==> src/rtl/mips_core_pkg.sv <==
// rtl/mips_core_pkg.sv - shared core types: branch outcome, BTB FSM state and BTB entry layout
`ifndef ADDR_WIDTH
`define ADDR_WIDTH 32
`endif

package mips_core_pkg;

    typedef enum logic {NOT_TAKEN = 1'b0, TAKEN = 1'b1} BranchOutcome;

    typedef enum logic {INIT = 1'b0, READY = 1'b1} BtbState;

    localparam int BTB_TAG_W = `ADDR_WIDTH - 2;
    localparam int BTB_TGT_W = `ADDR_WIDTH;

    // Fields are sized for the widest configuration; narrower instances zero-extend.
    typedef struct packed {
        logic                 valid;
        logic [BTB_TAG_W-1:0] tag;
        logic [BTB_TGT_W-1:0] target;
        logic [1:0]           cnt;
        logic                 jump;
    } btb_entry_t;

endpackage

==> src/rtl/btb_sat_counter.sv <==
// rtl/btb_sat_counter.sv - 2-bit saturating up/down counter next-state with hold
module btb_sat_counter (
    input  logic [1:0] cnt,
    input  logic       inc,
    input  logic       hold,
    output logic [1:0] cnt_next
);

    always_comb begin
        cnt_next = cnt;
        if (!hold) begin
            if (inc && cnt != 2'b11) begin
                cnt_next = cnt + 2'd1;
            end else if (!inc && cnt != 2'b00) begin
                cnt_next = cnt - 2'd1;
            end
        end
    end

endmodule

==> src/rtl/branch_target_buffer.sv <==
// rtl/branch_target_buffer.sv - direct-mapped BTB with INIT sweep; BTB_STATS_EN adds lookup/hit counters
`ifndef ADDR_WIDTH
`define ADDR_WIDTH 32
`endif

module branch_target_buffer
    import mips_core_pkg::*;
#(
    parameter int INDEX_BITS = 5,
    parameter int ADDR_W     = `ADDR_WIDTH
) (
    input  logic              clk,
    input  logic              rst_n,
    input  logic              i_flush,
    input  logic              i_lookup_valid,
    input  logic [ADDR_W-1:0] i_lookup_pc,
    output logic              o_ready,
    output logic              o_hit,
    output logic              o_pred_taken,
    output logic [ADDR_W-1:0] o_pred_target,
    input  logic              i_update_valid,
    input  logic [ADDR_W-1:0] i_update_pc,
    input  logic [ADDR_W-1:0] i_update_target,
    input  BranchOutcome      i_update_outcome,
    input  logic              i_update_is_jump
`ifdef BTB_STATS_EN
    ,
    output logic [31:0]       o_lookup_count,
    output logic [31:0]       o_hit_count
`endif
);

    localparam int ENTRIES = 1 << INDEX_BITS;
    localparam int TAG_LSB = INDEX_BITS + 2;

    BtbState               state_q, state_d;
    logic [INDEX_BITS-1:0] sweep_idx_q, sweep_idx_d;
    btb_entry_t            entries_q [ENTRIES];

    logic [INDEX_BITS-1:0] lk_idx, up_idx;
    logic [BTB_TAG_W-1:0]  lk_tag, up_tag;
    btb_entry_t            lk_entry, up_entry, upd_entry_d;
    logic                  upd_en, upd_hit, upd_alloc, upd_taken;
    logic [1:0]            cnt_next;
    logic                  unused_pc_lsbs;

    assign unused_pc_lsbs = ^{i_lookup_pc[1:0], i_update_pc[1:0]};

    always_ff @(posedge clk) begin
        if (!rst_n) begin
            state_q     <= INIT;
            sweep_idx_q <= '0;
        end else begin
            state_q     <= state_d;
            sweep_idx_q <= sweep_idx_d;
        end
    end

    always_comb begin
        state_d     = state_q;
        sweep_idx_d = '0;
        if (i_flush) begin
            state_d = INIT;
        end else if (state_q == INIT) begin
            sweep_idx_d = sweep_idx_q + INDEX_BITS'(1);
            if (sweep_idx_q == '1) begin
                state_d = READY;
            end
        end
    end

    always_comb begin
        o_ready = (state_q == READY);
    end

    assign lk_idx   = i_lookup_pc[TAG_LSB-1:2];
    assign lk_tag   = BTB_TAG_W'(i_lookup_pc[ADDR_W-1:TAG_LSB]);
    assign lk_entry = entries_q[lk_idx];

    // Lookup reads the registered table, so a same-cycle update is never bypassed.
    assign o_hit         = o_ready & i_lookup_valid & lk_entry.valid & (lk_entry.tag == lk_tag);
    assign o_pred_taken  = o_hit & (lk_entry.jump | lk_entry.cnt[1]);
    assign o_pred_target = o_hit ? ADDR_W'(lk_entry.target) : '0;

    assign up_idx    = i_update_pc[TAG_LSB-1:2];
    assign up_tag    = BTB_TAG_W'(i_update_pc[ADDR_W-1:TAG_LSB]);
    assign up_entry  = entries_q[up_idx];
    assign upd_taken = (i_update_outcome == TAKEN);
    assign upd_en    = rst_n & o_ready & i_update_valid & ~i_flush;
    assign upd_hit   = up_entry.valid & (up_entry.tag == up_tag);
    assign upd_alloc = ~upd_hit & (upd_taken | i_update_is_jump);

    btb_sat_counter u_sat_counter (
        .cnt      (up_entry.cnt),
        .inc      (upd_taken),
        .hold     (~upd_hit),
        .cnt_next (cnt_next)
    );

    always_comb begin
        upd_entry_d = up_entry;
        if (upd_alloc) begin
            upd_entry_d.valid  = 1'b1;
            upd_entry_d.tag    = up_tag;
            upd_entry_d.target = BTB_TGT_W'(i_update_target);
            upd_entry_d.cnt    = i_update_is_jump ? 2'b11 : 2'b10;
            upd_entry_d.jump   = i_update_is_jump;
        end else begin
            upd_entry_d.cnt = i_update_is_jump ? 2'b11 : cnt_next;
            if (upd_taken || i_update_is_jump) begin
                upd_entry_d.target = BTB_TGT_W'(i_update_target);
            end
        end
    end

    always_ff @(posedge clk) begin
        if (rst_n && state_q == INIT) begin
            entries_q[sweep_idx_q].valid <= 1'b0;
        end else if (upd_en && (upd_hit || upd_alloc)) begin
            entries_q[up_idx] <= upd_entry_d;
        end
    end

`ifdef BTB_STATS_EN
    // Statistics survive a flush; only rst_n clears them.
    always_ff @(posedge clk) begin
        if (!rst_n) begin
            o_lookup_count <= '0;
            o_hit_count    <= '0;
        end else if (o_ready) begin
            if (i_lookup_valid) begin
                o_lookup_count <= o_lookup_count + 32'd1;
            end
            if (o_hit) begin
                o_hit_count <= o_hit_count + 32'd1;
            end
        end
    end
`endif

endmodule

==> config.mk <==
export PLATFORM = sky130hd
export DESIGN_NAME = branch_target_buffer
export DESIGN_NICKNAME = d
export VERILOG_FILES = /design/src/rtl/mips_core_pkg.sv /design/src/rtl/btb_sat_counter.sv /design/src/rtl/branch_target_buffer.sv
export SDC_FILE = /design/constraint.sdc
export NUM_CORES = 2
export LEC_CHECK = 0
export CORE_ASPECT_RATIO = 1.1
export CORE_MARGIN = 4
export CORE_UTILIZATION = 30
export CTS_CLUSTER_DIAMETER = 30
export DETAILED_ROUTE_END_ITERATION = 8
export PLACE_DENSITY = 0.49
export SLEW_MARGIN = 20
export SYNTH_ARGS = -nofsm -noshare
export SYNTH_HDL_FRONTEND = slang
export SYNTH_SLANG_ARGS = --single-unit
==> constraint.sdc <==
create_clock -name clk -period 11.6 [get_ports clk]
set_input_delay 2.32 -clock clk [delete_from_list [all_inputs] [get_ports clk]]
set_output_delay 2.32 -clock clk [all_outputs]
set_load 0.01 [all_outputs]
==> results.ini <==
[sta]
final_max_slew_viol_count=0
fin_crit_sh_pct=86.3
finalHoldViolCount=0
rsz0062_at_grt=no
max_freq_mhz=99.9
timing.slew.headroom_pct=22.3
finClkSkew_ns=0.0526
tightest_slew_ns=1.16
final.min_clock_period_ns=10.01
setup_violations=0

[critical_path]
max_stage_delay_ns=0.67
crit_fanout=46
slowest_stage=mux2i_1
critPathKind=primary input to output pin
end_kind=output pin
crit_top_cell=buf_4
critPathLaunchType=primary input
crit_arrival_ns=7.69
critPathRequiredTime_ns=9.28
crit_chain=buf_8, buf_4, mux4_2, mux4_2, mux2i_1, xnor2_1, nor4_1, buf_4, nand4_1, buf_4, a211oi_1, buf_4, clkdlybuf4s50_1

[floorplanning]
fp.dieH_um=608
fp.dieW_um=554
coreArea_um2=326000
initial_core_util_pct=30.1
dieArea_um2=337000
io-pin-count=138
rows=220

[cells_and_area]
area_growth_syn_to_layout_pct=25.1
stdcell_count=10100
layout_commonest_cell=edfxtp_1
final_area_um2=123000
post-route-util_pct=37.7
finalNetCount=5454
most-common-layout-cells=2,112 x edfxtp_1, 1,089 x mux4_2, 481 x clkbuf_16
drive_above_1_share_pct=37.7
fillCellCount=29600

[synthesis]
ys_ff_latch=2118
synth_edf_count=2112
ys.flop_type=edfxtp_1
synth_async_sr_flop_share_pct=0
ys_seq_area_share_pct=64.7
synth.cell_area_um2=98200
avgSynthCellArea_um2=20.7
yosys_warnings=0
syn_inst=4757
yosys.cell_types.count=74

[global_route]
grt_start_max_net_pins=110
grt_overflow=0
grt_pass1_wl_um=465000
first_global_vias=58900
antenna_found_initial=7
grt_use_total_pct=19.5

[route]
vias=55800
wirelength_um=334000
remaining_drc_errors=0
ant_nets=0
drt_iter0_drc=6065
viasPerCell=5.54
wl_per_cell_um=33.1
first_pass_iters=5

[clock_network]
clk_pin_slew_worst_paths_ns=0.04
htreeDepth=5
clockBufferDepth=4
cts_buffers=476
cts_root_buf=clkbuf_16
clock_latency_ns=0.90
cts_resized=0
post_cts_buffers=0
clock_sinks=2118
ctsHoldBuffers=0
cts_tree=built

[place]
dpl-instance-area_um2=106000
post-place-cells=9195
dp.final_hpwl_um=172000
place.gp.congestion=0.768
io_buffers=133

[hold_path]
hold_path.class=flip-flop to flip-flop

[run_status]
outcome=finished, final reports clean

[pwr]
p_total_mw=22.7
p_leak_nw=44.1
power_density_nw_per_um2=185
max-vdd-ir-drop_mv=0.137

[job]
drv_cap=0

## synthesized netlist by cell type, types with 8 or more instances
| library cell | number | area, µm² |
|---|---|---|
| nor2_1 | 131 | 492 |
| nand3_1 | 90 | 450 |
| buf_1 | 67 | 251 |
| edfxtp_1 | 2112 | 63400 |
| nand2b_1 | 10 | 62.6 |
| nor4_1 | 31 | 194 |
| nand4_1 | 15 | 93.8 |
| o22ai_1 | 30 | 188 |
| a211oi_1 | 22 | 165 |
| and3_1 | 8 | 50.1 |
| and2_1 | 9 | 56.3 |
| mux2_2 | 50 | 563 |
| nor4b_1 | 15 | 131 |
| nor3_1 | 32 | 160 |
| clkbuf_1 | 198 | 743 |
| buf_6 | 16 | 180 |
| buf_4 | 18 | 135 |
| mux2i_1 | 276 | 2760 |
| inv_1 | 10 | 37.5 |
| nor2b_1 | 9 | 56.3 |
| a221oi_1 | 13 | 114 |
| a21oi_1 | 82 | 410 |
| o21ai_0 | 18 | 90.1 |
| nand2_1 | 96 | 360 |
| mux4_2 | 1089 | 24500 |
| buf_2 | 58 | 290 |
| xor2_1 | 26 | 228 |
| xnor2_1 | 33 | 289 |
| a22oi_1 | 91 | 683 |
## report_power, final
part	total (mW)	leakage, nW	internal, mW	switching, mW
sequential	8.32	24.0	8.32	0.000855
clock	13.6	7.86	9.36	4.27
combinational	0.744	12.3	0.266	0.478
## per-layer routing
layer / wire, µm / track usage (%) / vias to the layer above
li1: - / - / 22000
met1: 146000 / 28.0 / 30900
met2: 157000 / 30.8 / 2334
met3: 22100 / 3.05 / 526
met4: 8470 / 5.27 / 2
met5: 11 / 0 / -
## sequential cells by signal, summed over array words and instances (netlist names)
register,flops
entries_q,2112
o_ready,1
sweep_idx_q,5
## worst max-delay path: cells and delay by family
family	cells	cell delay, ns
buf+inv	6	2.48
compound gates	1	0.37
mux	3	1.72
simple gates	2	0.42
xor+xnor	1	0.12
## stage by stage
stage | setup WS (ns) | hold WS (ns) | setup TNS, ns
floorplan | -0.406 | 0.468 | -104.13
global placement | 1.63 | 0.517 | 0
detailed placement | 1.55 | 0.534 | 0
CTS | 1.52 | 0.543 | 0
global route | 1.33 | 0.585 | 0
finish | 1.59 | 0.541 | 0
## final timing paths
check                             start                         end  slack [ns]  depth (start not counted)
min           sweep_idx_q[0]$_SDFF_PP0_   sweep_idx_q[0]$_SDFF_PP0_        0.54                          1
max reg2reg  entries_q[4][59]$_DFFE_PP_  entries_q[6][36]$_DFFE_PP_        5.80                         13
min reg2reg   sweep_idx_q[0]$_SDFF_PP0_   sweep_idx_q[0]$_SDFF_PP0_        0.54                          1
max                      i_lookup_pc[2]                o_pred_taken        1.59                         13
## final cells by class
class	count	area, µm²	area share (%)
flip-flops and latches	2118	63500	51.7
multi-input cells	2421	34200	27.8
clock buffers	542	12300	9.98
well taps	4329	5420	4.41
clock inverters	343	4080	3.32
repair buffers	319	3350	2.72
inverters	11	48.8	0.0397
diodes	1	2.50	0.00204
## logic make-up (layout without fill, tap and decap cells)
family	after synthesis	in the layout	synth area share [%]
DFF	2118	2118	64.7
muxes	1419	1419	28.4
and+or+nand+nor	483	483	2.47
buffers and inverters	377	1215	1.82
AOI/OAI and AO/OA	296	296	2.02
xor gates and xnor gates	59	59	0.526
adders and majority gates	4	4	0.0509
other	1	161	0.00382
No activity file was read; power rests on OpenSTA's default activity.
